===== src/rtl/fwu_sb.sv =====
`default_nettype none
// ============================================================================
// Module   : fwu_sb
// Summary  : rv32i forwarding and hazard unit with a scoreboard for
//            fixed-latency long operations (mul/div class). It drives the ALU
//            operand bypass selects, the decode stall, the long-op issue
//            handshake and the long-op writeback strobe.
// Options  : FWU_SB_STORE_FWD_EN adds the fwdWriteData store-data forward.
// Revision : 1.0 - initial release
// ============================================================================
module fwu_sb #(
    parameter int  RF_ADDR_WIDTH = 5,
    parameter int  NUM_PENDING   = 4,
    parameter int  MAX_LAT       = 8,
    localparam int LW            = $clog2(MAX_LAT + 1)
) (
    input  logic                     clk,
    input  logic                     rst_n,
    input  logic [RF_ADDR_WIDTH-1:0] idRs1,
    input  logic [RF_ADDR_WIDTH-1:0] idRs2,
    input  logic [RF_ADDR_WIDTH-1:0] idRd,
    input  logic                     idRegWrite,
    input  logic [RF_ADDR_WIDTH-1:0] idexRs1,
    input  logic [RF_ADDR_WIDTH-1:0] idexRs2,
    input  logic [RF_ADDR_WIDTH-1:0] idexRd,
    input  logic                     idexMemRead,
    input  logic [RF_ADDR_WIDTH-1:0] exmemRd,
    input  logic [RF_ADDR_WIDTH-1:0] memwbRd,
    input  logic [RF_ADDR_WIDTH-1:0] exmemRs2,
    input  logic                     exmemRegWrite,
    input  logic                     memwbRegWrite,
    input  logic                     memwbMemToReg,
    input  logic                     exmemMemWrite,
    input  logic                     lopIssue,
    input  logic [RF_ADDR_WIDTH-1:0] lopRd,
    input  logic [LW-1:0]            lopLat,
    output logic                     lopReady,
    output logic [1:0]               fwdA,
    output logic [1:0]               fwdB,
    output logic                     stall,
    output logic                     lopWb,
    output logic [RF_ADDR_WIDTH-1:0] lopWbRd
`ifdef FWU_SB_STORE_FWD_EN
    ,
    output logic                     fwdWriteData
`endif
);

    localparam logic [1:0]    c_SEL_RF    = 2'b00;
    localparam logic [1:0]    c_SEL_MEMWB = 2'b01;
    localparam logic [1:0]    c_SEL_EXMEM = 2'b10;
    localparam logic [1:0]    c_SEL_LOP   = 2'b11;
    localparam logic [LW-1:0] c_CNT_ONE   = LW'(1);
    localparam logic [LW-1:0] c_CNT_TWO   = LW'(2);
    localparam logic [LW-1:0] c_CNT_THREE = LW'(3);
    localparam logic [LW-1:0] c_LAT_MAX   = LW'(MAX_LAT);

    // Scoreboard entries
    logic [NUM_PENDING-1:0]   r_valid;
    logic [RF_ADDR_WIDTH-1:0] r_rd  [NUM_PENDING];
    logic [LW-1:0]            r_cnt [NUM_PENDING];

    // Per-entry status vectors
    logic [NUM_PENDING-1:0]   w_retire;    // writing back this cycle (cnt == 1)
    logic [NUM_PENDING-1:0]   w_live;      // still pending after this cycle (cnt >= 2)
    logic [NUM_PENDING-1:0]   w_avail;     // can accept a new op at the next edge
    logic [NUM_PENDING-1:0]   w_issueWaw;  // pending write to the issuing op's rd
    logic [NUM_PENDING-1:0]   w_portHit;   // would share the writeback cycle with the new op
    logic [NUM_PENDING-1:0]   w_rawHit;    // decode source not yet bypassable
    logic [NUM_PENDING-1:0]   w_idWaw;     // decode destination still pending
    logic [NUM_PENDING-1:0]   w_allocSel;

    logic [LW-1:0]            w_effLat;
    logic [LW:0]              w_newWbCnt;
    logic [RF_ADDR_WIDTH-1:0] w_wbRd;
    logic                     w_doAlloc;
    logic                     w_loadUse;

    // Clamp the requested latency into [2, MAX_LAT]
    always_comb begin
        w_effLat = lopLat;
        if (lopLat < c_CNT_TWO) begin
            w_effLat = c_CNT_TWO;
        end else if (lopLat > c_LAT_MAX) begin
            w_effLat = c_LAT_MAX;
        end
    end

    // An existing entry whose count is one above the new op's latency reaches
    // cnt == 1 on the same cycle the new op would; widened to avoid wrap.
    assign w_newWbCnt = {1'b0, w_effLat} + (LW + 1)'(1);

    generate
        for (genvar i = 0; i < NUM_PENDING; i++) begin : g_entry
            assign w_retire[i]   = r_valid[i] && (r_cnt[i] == c_CNT_ONE);
            assign w_live[i]     = r_valid[i] && (r_cnt[i] >= c_CNT_TWO);
            assign w_avail[i]    = !r_valid[i] || w_retire[i];
            assign w_issueWaw[i] = w_live[i] && (r_rd[i] == lopRd);
            assign w_portHit[i]  = r_valid[i] && ({1'b0, r_cnt[i]} == w_newWbCnt);
            assign w_rawHit[i]   = r_valid[i] && (r_cnt[i] >= c_CNT_THREE) &&
                                   ((r_rd[i] == idRs1) || (r_rd[i] == idRs2));
            assign w_idWaw[i]    = w_live[i] && (r_rd[i] == idRd);
        end
    endgenerate

    // Writeback destination: at most one entry retires, so an OR of masked rd suffices
    always_comb begin
        w_wbRd = '0;
        for (int i = 0; i < NUM_PENDING; i++) begin
            if (w_retire[i]) begin
                w_wbRd = w_wbRd | r_rd[i];
            end
        end
    end

    // Pick the lowest-numbered slot that is free or freeing at the next edge
    always_comb begin
        w_allocSel = '0;
        for (int i = NUM_PENDING - 1; i >= 0; i--) begin
            if (w_avail[i]) begin
                w_allocSel    = '0;
                w_allocSel[i] = 1'b1;
            end
        end
    end

    assign lopReady  = (|w_avail) && !(|w_issueWaw) && !(|w_portHit);
    assign w_doAlloc = lopIssue && lopReady && (lopRd != '0);
    assign lopWb     = |w_retire;
    assign lopWbRd   = w_wbRd;

    assign w_loadUse = idexMemRead && (idexRd != '0) &&
                       ((idexRd == idRs1) || (idexRd == idRs2));

    assign stall = w_loadUse || (|w_rawHit) ||
                   (idRegWrite && (idRd != '0) && (|w_idWaw));

    // Bypass priority: youngest pipeline result first, long-op bus last
    function automatic logic [1:0] selFor(
        input logic [RF_ADDR_WIDTH-1:0] src,
        input logic                     exWr,
        input logic [RF_ADDR_WIDTH-1:0] exRd,
        input logic                     wbWr,
        input logic [RF_ADDR_WIDTH-1:0] wbRd,
        input logic                     lWb,
        input logic [RF_ADDR_WIDTH-1:0] lRd
    );
        logic [1:0] sel;
        sel = c_SEL_RF;
        if (src != '0) begin
            if (exWr && (exRd == src)) begin
                sel = c_SEL_EXMEM;
            end else if (wbWr && (wbRd == src)) begin
                sel = c_SEL_MEMWB;
            end else if (lWb && (lRd == src)) begin
                sel = c_SEL_LOP;
            end
        end
        return sel;
    endfunction

    // Operand selects for the EX-stage sources
    always_comb begin
        fwdA = selFor(idexRs1, exmemRegWrite, exmemRd, memwbRegWrite, memwbRd, lopWb, w_wbRd);
        fwdB = selFor(idexRs2, exmemRegWrite, exmemRd, memwbRegWrite, memwbRd, lopWb, w_wbRd);
    end

`ifdef FWU_SB_STORE_FWD_EN
    assign fwdWriteData = memwbMemToReg && exmemMemWrite &&
                          (memwbRd != '0) && (memwbRd == exmemRs2);
`else
    logic w_unusedStoreFwd;
    assign w_unusedStoreFwd = ^{memwbMemToReg, exmemMemWrite, exmemRs2};
`endif

    // Scoreboard update: allocate, retire or count down each entry
    always_ff @(posedge clk or negedge rst_n) begin
        if (!rst_n) begin
            r_valid <= '0;
            for (int i = 0; i < NUM_PENDING; i++) begin
                r_rd[i]  <= '0;
                r_cnt[i] <= '0;
            end
        end else begin
            for (int i = 0; i < NUM_PENDING; i++) begin
                if (w_doAlloc && w_allocSel[i]) begin
                    r_valid[i] <= 1'b1;
                    r_rd[i]    <= lopRd;
                    r_cnt[i]   <= w_effLat;
                end else if (w_retire[i]) begin
                    r_valid[i] <= 1'b0;
                end else if (r_valid[i]) begin
                    r_cnt[i]   <= r_cnt[i] - c_CNT_ONE;
                end
            end
        end
    end

endmodule
`default_nettype wire


===== config.mk =====
export PLATFORM = sky130hd
export DESIGN_NAME = fwu_sb
export DESIGN_NICKNAME = d
export VERILOG_FILES = /design/src/rtl/fwu_sb.sv
export SDC_FILE = /design/constraint.sdc
export NUM_CORES = 1
export LEC_CHECK = 0
export BUFFER_PORTS_ARGS = -buffer_cell sky130_fd_sc_hd__buf_2
export CORE_ASPECT_RATIO = 1.25
export CORE_MARGIN = 3
export CORE_UTILIZATION = 39
export CTS_CLUSTER_SIZE = 16
export DETAILED_ROUTE_END_ITERATION = 10
export PLACE_DENSITY = 0.67
export SLEW_MARGIN = 20
export SYNTH_ARGS = -nofsm -noshare
export SYNTH_HDL_FRONTEND = slang
export SYNTH_SLANG_ARGS = --single-unit

===== constraint.sdc =====
create_clock -name clk -period 5.16 [get_ports clk]
set_clock_uncertainty 0.05 [all_clocks]
set_input_delay 0.258 -clock clk [delete_from_list [all_inputs] [get_ports clk]]
set_output_delay 0.258 -clock clk [all_outputs]
set_load 0.005 [all_outputs]

**After elaboration in Yosys (flattened, before gate mapping)**

Cells that the tools add are included.
W data, S select, Z words.

- Register bits: 40
- Input port bits: 63
- Logic and storage cells: 190

- Add/sub/neg operators: 5
- Order comparisons: 10
- Eq/ne operators: 36
- Mux-type cells: 38
- Bitwise operators: 3
- Reduce and logical (&&, ||, !) cells: 86

Operators with widths:

| operator | count |
|---|---|
| $eq A5 B5 Y1 | 24 |
| $mux W4 | 18 |
| $logic_and A1 B1 Y1 | 46 |
| $ge A4 B2 Y1 const B | 8 |
| $reduce_bool A5 Y1 | 5 |
| $reduce_or A4 Y1 | 6 |
| $eq A4 B5 Y1 | 4 |
| $mux W5 | 4 |
| $eq A4 B1 Y1 const B | 4 |
| $mux W2 | 8 |
| $reduce_bool A2 Y1 | 8 |
| $sub A4 B1 Y4 const B | 4 |
| $or A5 B5 Y5 | 3 |
| $logic_or A1 B1 Y1 | 11 |
| $mux W1 | 8 |
| $ne A2 B1 Y1 const B | 4 |
| $reduce_and A2 Y1 | 4 |
| $logic_not A1 Y1 | 6 |
| $add A4 B1 Y5 const B | 1 |
| $gt A4 B4 Y1 const B | 1 |
| $lt A4 B2 Y1 const B | 1 |

**Depth between registers and ports, before layout**

Gate-level depths: netlist of the first run.

- Depth in word-level cells: 15
- Gate-level depth with buffers: 13
- Mapped depth without buffers: 10

**Least setup slack after synthesis of the first run**

No wires, ideal clock.

- Path type: input to register
- Start point: input lopLat[3]
- End point: register r_rd[10] (netlist bit)
- Library setup time: 125 ps
- Data arrival time: 2931 ps
- Slack: 2054 ps
- Stages: 12
- Path buffers: 3
- Cell sequence: buf_6 > nand2b_4 > nor2_1 > ha_1 > xor2_1 > xnor2_1 > a2111oi_1 > or4_1 > buf_6 > or3_4 > buf_6 > mux2_4

- Word-level cells in the longest chain between the ends: 12

RTL lines:

| item | RTL line | text |
|---|---|---|
| start, declared | 36 | `input logic [LW-1:0] lopLat,` |
| $gt A4 B4 Y1 | 84 | `end else if (lopLat > c_LAT_MAX) begin` |
| $mux W4 | 84 |  |
| $mux W4 * | 82 | `if (lopLat < c_CNT_TWO) begin` |
| $add A4 B1 Y5 * | 91 | `assign w_newWbCnt = {1'b0, w_effLat} + (LW + 1)'(1);` |
| $eq A4 B5 Y1 | 99 | `assign w_portHit[i] = r_valid[i] && ({1'b0, r_cnt[i]} == w_newWbCnt);` |
| $logic_and A1 B1 Y1 | 99 |  |
| $reduce_or A4 Y1 * | 127 | `assign lopReady = (\|w_avail) && !(\|w_issueWaw) && !(\|w_portHit);` |
| $logic_not A1 Y1 * | 127 |  |
| $logic_and A1 B1 Y1 * | 127 |  |
| $logic_and A1 B1 Y1 * (2 in series) | 128 | `assign w_doAlloc = lopIssue && lopReady && (lopRd != '0);` |
| $logic_and A1 B1 Y1 * | 186 | `if (w_doAlloc && w_allocSel[i]) begin` |
| end signal, assigned by index | 188 | `r_rd[i] <= lopRd;` |
| end, declared | 60 | `logic [RF_ADDR_WIDTH-1:0] r_rd [NUM_PENDING];` |

Mark *: on every way between the ends. The rest lies on a longest branch, timed or not.
A chain may end at the register's enable or synchronous reset.

**Final worst setup path of the first run**

- Start point: register r_cnt[13] (netlist bit)
- End point: output fwdB[0]

- Word-level cells in the longest chain between the ends: 15

RTL lines:

| item | RTL line | text |
|---|---|---|
| start, declared | 61 | `logic [LW-1:0] r_cnt [NUM_PENDING];` |
| start signal, assigned by index | 189 | `r_cnt[i] <= w_effLat;` |
| start signal, assigned by index | 193 | `r_cnt[i] <= r_cnt[i] - c_CNT_ONE;` |
| $eq A4 B1 Y1 * | 95 | `assign w_retire[i] = r_valid[i] && (r_cnt[i] == c_CNT_ONE);` |
| $logic_and A1 B1 Y1 * | 95 |  |
| $mux W5 | 110 | `if (w_retire[i]) begin` |
| $or A5 B5 Y5 | 111 | `w_wbRd = w_wbRd \| r_rd[i];` |
| $mux W5 | 110 |  |
| $or A5 B5 Y5 | 111 |  |
| $mux W5 | 110 |  |
| $or A5 B5 Y5 | 111 |  |
| $mux W5 | 110 |  |
| $eq A5 B5 Y1 | 155 | `end else if (lWb && (lRd == src)) begin` |
| $logic_and A1 B1 Y1 * | 155 |  |
| $mux W2 * | 155 |  |
| $mux W2 * | 153 | `end else if (wbWr && (wbRd == src)) begin` |
| $mux W2 * | 151 | `if (exWr && (exRd == src)) begin` |
| $mux W2 * | 150 | `if (src != '0) begin` |
| end, declared | 39 | `output logic [1:0] fwdB,` |

Marks and branches as above.

==> impl_metrics.csv, run 1 <==
group,metric,value,unit
floorplan,io_pins,75,
final_layout,design_area,4910,um2
pwr,peakVddDrop,317,uV
worst_setup_path,r2r_start,"r_cnt[8]$_DFFE_PN0P_",
timing,drv_slew,0,
pwr,leakagePower,2.05,nW
clock_network,cts-resized-gates,0,
worst_setup_path,r2r_slack,2.13,ns
floorplan,rows,43,
worst_setup_path,crit_cells,9,
clock_network,cts_root_buf,"clkbuf_16",
detailed_routing,firstDrtPassIters,4,
grt,grt_max_degree,41,
timing,setup_tns,0,ns
worst_setup_path,crit_end,"fwdB[0]",
worst_hold_path,min_path_type,"input port to asynchronous set/reset pin",
timing,post-route-period-util,73.5,%
clock_network,ctsHoldBuffers,0,
synth,avgSynthCellArea,8.66,um2
clock_network,post-cts-setup-buffers,0,
detailed_routing,wirelength,12.9,mm
floorplan,initial_core_util,40.0,%
clock_network,clock_sinks,40,
worst_setup_path,path_max_fanout,7,
pwr,p_per_area,547,nW/um2
status,status,"completed",
synth,yosysWarningCount,0,
worst_setup_path,setup.worst_path.end_class,"output port",
worst_setup_path,startpoint,"r_cnt[13]$_DFFE_PN0P_",
grt,grt_pass1_vias,4092,
worst_setup_path,crit_buf_inv,2,
final_layout,antenna_cells,0,
worst_setup_path,crit_chain,"inv_1 -> ha_1 -> nor4bb_1 -> a22oi_1 -> and3_1 -> nor4_1 -> nand4_1 -> a221oi_1 -> buf_2",
synth,syn_nets,595,
grt,grtUsageTotal,20.2,%
worst_setup_path,crit_type,"flop to output port",
synth,netlist_instances,515,
clock_network,clkSlewWorstSetupHoldPaths,0.06,ns
clock_network,insertion_delay,0.28,ns
placed_design,dpl-instance-area,4740,um2
worst_setup_path,crit_arrival,3.48,ns
detailed_routing,route.vias.total,3996,
floorplan,fp.dieW,102,um
floorplan,die_h,126,um
worst_setup_path,r2r-end,"r_rd[0]$_DFFE_PN0P_",
detailed_routing,drc,0,
placed_design,portBuffers,67,
worst_setup_path,cp-start-kind,"flop",
grt,grt_antenna_before_repair,1,
timing,hold_viol,0,
clock_network,cts_max_level,2,
synth,synth_ff_type,"dfrtp_1",
final_layout,drive_gt1_share,21.8,%
clock_network,cts_inserted_buffers,5,
timing,rsz0062_at_grt,"no",
worst_setup_path,cp_top_family,"simple AND/OR/NAND/NOR gates",
timing,period_needed,3.79,ns
grt,grt_overflow,0,
timing,slew_headroom,33.4,%
synth,synthArstFlopShare,100,%
clock_network,cts_tree,"yes",
detailed_routing,wire_per_inst,19.2,um
detailed_routing,ant_nets,0,
grt,grt_first_pass_wirelength,20.8,mm
floorplan,dieArea,12800,um2
detailed_routing,drt-initial-drc-count,154,
worst_setup_path,critPathMaxStageDelay,0.83,ns
final_layout,syn_to_final_growth,10.2,%
clock_network,clockBufferDepth,2,
synth,yosysSeqAreaShare,22.5,%
synth,synth_edf_count,0,
flow_run,drv_cap,0,
placed_design,place.gp.congestion,0.955,
placed_design,hpwlAfterDp,9.91,mm
timing,max_freq,264,MHz
worst_setup_path,reg2reg_depth,7,
worst_setup_path,worst_path_max_delay_cell,"nor4bb_1",
detailed_routing,routed_via_density,5.95,
synth,synth.distinct_cells,62,
timing,tightest_slew,0.991,ns
final_layout,nets,616,
floorplan,core,11100,um2
worst_setup_path,required,4.85,ns
synth,syn-cell-area,4460,um2
synth,synth-seq-cells,40,
timing,final-setup-viol-count,0,
[per-stage QoR]
stage	total power [W]	utilization [%]	setup WS (ns)	hold WS (ns)	instances
after global placement	0.00226	42.5	1.48	0.374	664
after CTS	0.00268	44.1	1.19	0.0890	672
after detailed placement	0.00232	42.6	1.40	0.392	664
final	0.00269	44.1	1.37	0.0614	672
after global routing	0.00290	44.1	1.11	0.130	672
after floorplan	0.00197	-	2.05	-0.0876	515
[state kept, by name, summed over array words and instances (netlist names)]
signal and count:
r_cnt 16, r_rd 20, r_valid 4
[cell usage after synthesis, types with 15 or more instances]
cell type | count | area, um2
clkbuf_1 | 30 | 113
dfrtp_1 | 40 | 1000
ha_1 | 17 | 213
inv_1 | 16 | 60.1
mux2_2 | 15 | 169
nand2_1 | 19 | 71.3
nand3_1 | 17 | 85.1
nand4_1 | 16 | 100
nor2_1 | 15 | 56.3
nor3_1 | 22 | 110
xnor2_1 | 67 | 587
xor2_1 | 65 | 569
[worst min-delay path by stage]
stage,slack (ns),endpoint,startpoint
after floorplan,-0.09,r_cnt[0]$_DFFE_PN0P_,rst_n
after global placement,0.37,r_cnt[3]$_DFFE_PN0P_,rst_n
after detailed placement,0.39,r_cnt[2]$_DFFE_PN0P_,rst_n
after CTS,0.09,r_cnt[2]$_DFFE_PN0P_,rst_n
after global routing,0.13,r_cnt[3]$_DFFE_PN0P_,rst_n
final,0.06,r_cnt[2]$_DFFE_PN0P_,rst_n
[placed cells by master (no fill, tap or decap), drive strengths merged, types with 4 or more instances in the layout]
master and instances:
o31ai 13, xor2 65, nor4bb 4, o221ai 4, inv 16, or3 12, a31oi 5, a2111oi 4
or4 5, dfrtp 40, nand4 16, a311oi 4, nor3 22, nand2 19, nor4 14, xnor2 67
nor2 15, clkbuf 6, o21ai 11, buf 70, a22oi 8, a21oi 11, and3 9, o41ai 4
ha 17, nand3 18, mux2 20
[layout make-up]
cell class	count	area [um2]
Fill cell	1057	6220
Inverter	16	60.1
Clock inverter	2	35.0
Timing Repair Buffer	70	358
Tap cell	135	169
Multi-Input combinational cell	403	3160
Sequential cell	40	1000
Clock buffer	6	129
[cell families (layout without fill, tap and decap cells)]
family                     Yosys count  after routing  synth area share (%)
and+or+nand+nor                    144            144                  18.7
xor gates and xnor gates           132            132                  25.9
AOI/OAI and AO/OA                   88             88                  15.2
buffers and inverters               72             94                  7.04
DFF                                 40             40                  22.5
muxes                               22             22                  5.92
adders and majority gates           17             17                  4.77
[per-layer routing]
metal	vias up	GRT usage (%)	wire (um)
met1	1946	25.7	5430
li1	1882	-	-
met4	2	4.93	187
met3	19	2.12	766
met2	147	36.1	6490
met5	-	0	7
[power by group]
| part | switching (W) | internal [W] | leakage [nW] | total (W) |
|---|---|---|---|---|
| combinational | 0.000743 | 0.000726 | 1.50 | 0.00147 |
| clock | 0.000119 | 0.000227 | 0.0808 | 0.000347 |
| sequential | 0.000401 | 0.000470 | 0.466 | 0.000870 |
| total | 0.00126 | 0.00142 | 2.05 | 0.00269 |
(Power assumes the default switching activity.)
==> inputs of run 2 (changes only) <==
ABC_AREA = 1   (was unset)
PLACE_DENSITY = 0.69   (was 0.67)
clock period = 3.3 ns   (was 5.16 ns; I/O delays follow)
==> impl_metrics.csv, run 2 <==
group,metric,value,unit
detailed_routing,wirelength,14.7,mm
detailed_routing,wl_met2,7.34,mm
timing,max_freq,356,MHz
worst_setup_path,r2r_slack,0.69,ns
final_layout,layout.cells.non_filler,986,
detailed_routing,routed_via_density,5.14,
final_layout,largest_register_ffs,20,
detailed_routing,route.vias.total,5071,
flow_run,drv_cap,0,
synth,syn-cell-area,4910,um2
final_layout,nets,901,
timing,rsz0062_at_grt,"no",
synth,syn_nets,870,
clock_network,clockBufferDepth,2,
detailed_routing,ant_nets,0,
detailed_routing,drc,0,
clock_network,post-cts-setup-buffers,0,
worst_setup_path,r2r-end,"r_cnt[14]$_DFFE_PN0P_",
synth,synth-seq-cells,40,
synth,synth.most_common_cell,"nand2_1",
final_layout,n_fill_cell,1327,
floorplan,die_h,132,um
timing,post-route-period-util,85.2,%
floorplan,dieArea,14000,um2
grt,grt_max_degree,41,
placed_design,hpwlAfterDp,11.2,mm
final_layout,final_cell_mix,"nand2_1 (234), inv_1 (95), nand3_1 (73), buf_2 (67), nor2_1 (65)",
clock_network,cts-resized-gates,0,
detailed_routing,firstDrtPassIters,6,
worst_setup_path,crit_type,"flop to output port",
floorplan,initial_core_util,40.2,%
detailed_routing,drt-initial-drc-count,275,
timing,slew_headroom,38.4,%
worst_setup_path,crit_path_frequent_cell,"nand2_1",
worst_setup_path,setup.worst_path.end_class,"output port",
floorplan,io_pins,75,
placed_design,portBuffers,67,
clock_network,cts_max_level,2,
clock_network,ctsHoldBuffers,0,
final_layout,syn_to_final_growth,10.4,%
clock_network,cts_root_buf,"clkbuf_16",
worst_hold_path,min_path_type,"input port to asynchronous set/reset pin",
synth,synth_area_leaders,"dfrtp_1 (20%), nand2_1 (18%), nand3_1 (7.4%)",
worst_setup_path,crit_arrival,2.60,ns
worst_setup_path,crit_buf_inv,3,
floorplan,fp.dieW,106,um
pwr,p_per_area,828,nW/um2
pwr,finalPower,0.00450,W
worst_setup_path,critPathMaxStageDelay,0.45,ns
pwr,leakagePower,2.90,nW
synth,synth_edf_count,0,
worst_setup_path,cp-start-kind,"flop",
final_layout,top_regs,"r_rd x20, r_cnt x16, r_valid x4",
synth,synthArstFlopShare,100,%
final_layout,regMostFlops,"r_rd",
grt,grt_first_pass_wirelength,24.3,mm
floorplan,core,12200,um2
final_layout,antenna_cells,0,
timing,drv_slew,0,
synth,yosys-top-cells-count,"nand2_1 (234), inv_1 (95), nand3_1 (73)",
detailed_routing,wl_met1,6.23,mm
clock_network,clkSlewWorstSetupHoldPaths,0.06,ns
worst_setup_path,reg2reg_depth,13,
timing,final-setup-viol-count,0,
clock_network,cts_inserted_buffers,5,
final_layout,drive_gt1_share,14.8,%
detailed_routing,dr.max_layer_used,"met4",
placed_design,place.gp.congestion,0.894,
timing,worst_hold_slack,-0.0292,ns
worst_setup_path,worst_path_max_delay_cell,"dfrtp_1",
synth,netlist_instances,790,
clock_network,cts_tree,"yes",
synth,avgSynthCellArea,6.22,um2
pwr,peakVddDrop,467,uV
timing,tightest_slew,0.924,ns
synth,yosysTopAreaCellShare,20.4,%
grt,grt_overflow,0,
grt,grt_pass1_vias,4955,
grt,grt_antenna_before_repair,0,
timing,hold_viol,40,
worst_setup_path,cp_top_family,"simple AND/OR/NAND/NOR gates",
synth,yosysWarningCount,0,
placed_design,preCtsSetupSlack,0.562,ns
detailed_routing,wire_per_inst,15.0,um
synth,yosysSeqAreaShare,20.4,%
worst_setup_path,r2r_start,"r_cnt[9]$_DFFE_PN0P_",
timing,layout_setup_ws,0.488,ns
worst_setup_path,crit_chain,"inv_1 -> ha_1 -> nand2_1 -> nor2_1 -> nand2_1 -> nand2_1 -> nor2_1 -> inv_1 -> nand2_1 -> nand2_1 -> nand2_1 -> nor2_1 -> nand3_1 -> a21oi_1 -> buf_2",
synth,synth_ff_type,"dfrtp_1",
worst_setup_path,path_max_fanout,6,
detailed_routing,wl_met3,856,um
final_layout,layout_commonest_cell,"nand2_1",
clock_network,clock_sinks,40,
status,violations,"hold timing",
clock_network,insertion_delay,0.28,ns
placed_design,dp_cells,978,
timing,setup_tns,0,ns
synth,yosysTopAreaCell,"dfrtp_1",
worst_setup_path,required,3.08,ns
synth,synth.distinct_cells,43,
status,status,"complete, but fails checks",
grt,grtUsageTotal,21.2,%
timing,period_needed,2.81,ns
floorplan,rows,45,
-- run 2: cell count changes after synthesis, sizes merged, moves of 13 or more --
cell   before  now
nand2      19  240
nor3       22    9
nor2       15   69
xnor2      67   37
nand3      18   74
a21oi      11   24
xor2       65   32
o21ai      11   38
mux2       20    0
inv        16  101
-- run 2: how the worst max path moves through the flow --
stage | start | endpoint | slack [ns] | cells past startpoint
final | r_cnt[13]$_DFFE_PN0P_ | fwdA[1] | 0.49 | 15
after global placement | lopLat[2] | r_cnt[2]$_DFFE_PN0P_ | 0.59 | 19
after global routing | r_cnt[13]$_DFFE_PN0P_ | fwdA[1] | 0.23 | 15
after floorplan | lopLat[1] | r_cnt[3]$_DFFE_PN0P_ | 1.27 | 16
after detailed placement | lopLat[2] | r_cnt[7]$_DFFE_PN0P_ | 0.56 | 19
after CTS | r_cnt[13]$_DFFE_PN0P_ | fwdA[1] | 0.51 | 15
-- run 2: worst register-to-register path, delay by kind of cell (launching register included) --
kind	cells	cell delay, ns
adder cells (fa/ha/maj)	1	0.16
buffers and inverters	2	0.27
AND/OR/NAND/NOR	10	1.58
flip-flops	1	0.43
-- run 2: layout make-up --
cell class	instances	area [um2]	share of cell area (%)
clock buffers	7	153	2.81
multi-input cells	603	3300	60.9
clock inverters	1	30.0	0.553
repair buffers	69	350	6.46
well taps	164	205	3.78
flip-flops and latches	40	1000	18.4
inverters	102	384	7.08
-- run 2: layer usage --
layer,global-route usage [%],vias up
met2,38.1,172
li1,-,2569
met1,26.4,2300
met3,2.26,30
met4,6.19,0
met5,0,-
-- run 2: cell families after synthesis --
group	synth area share (%)
simple gates	40.2
buf+inv	12.4
compound gates	10.3
xor+xnor	12.3
flops	20.4
fa+ha+maj	4.33
-- run 2: per-stage QoR --
step / util, % / area (um2)
2_1_floorplan: - / 4910
3_3_place_gp: 42.9 / 5240
3_5_place_dp: 42.9 / 5240
4_1_cts: 44.4 / 5430
5_1_grt: 44.4 / 5430
6_report: 44.4 / 5430
-- run 2: where the power goes --
part | internal [W] | total [W] | switching [W]
sequential | 0.000736 | 0.00125 | 0.000517
combinational | 0.00103 | 0.00264 | 0.00162
clock | 0.000398 | 0.000599 | 0.000201
total | 0.00216 | 0.00450 | 0.00234
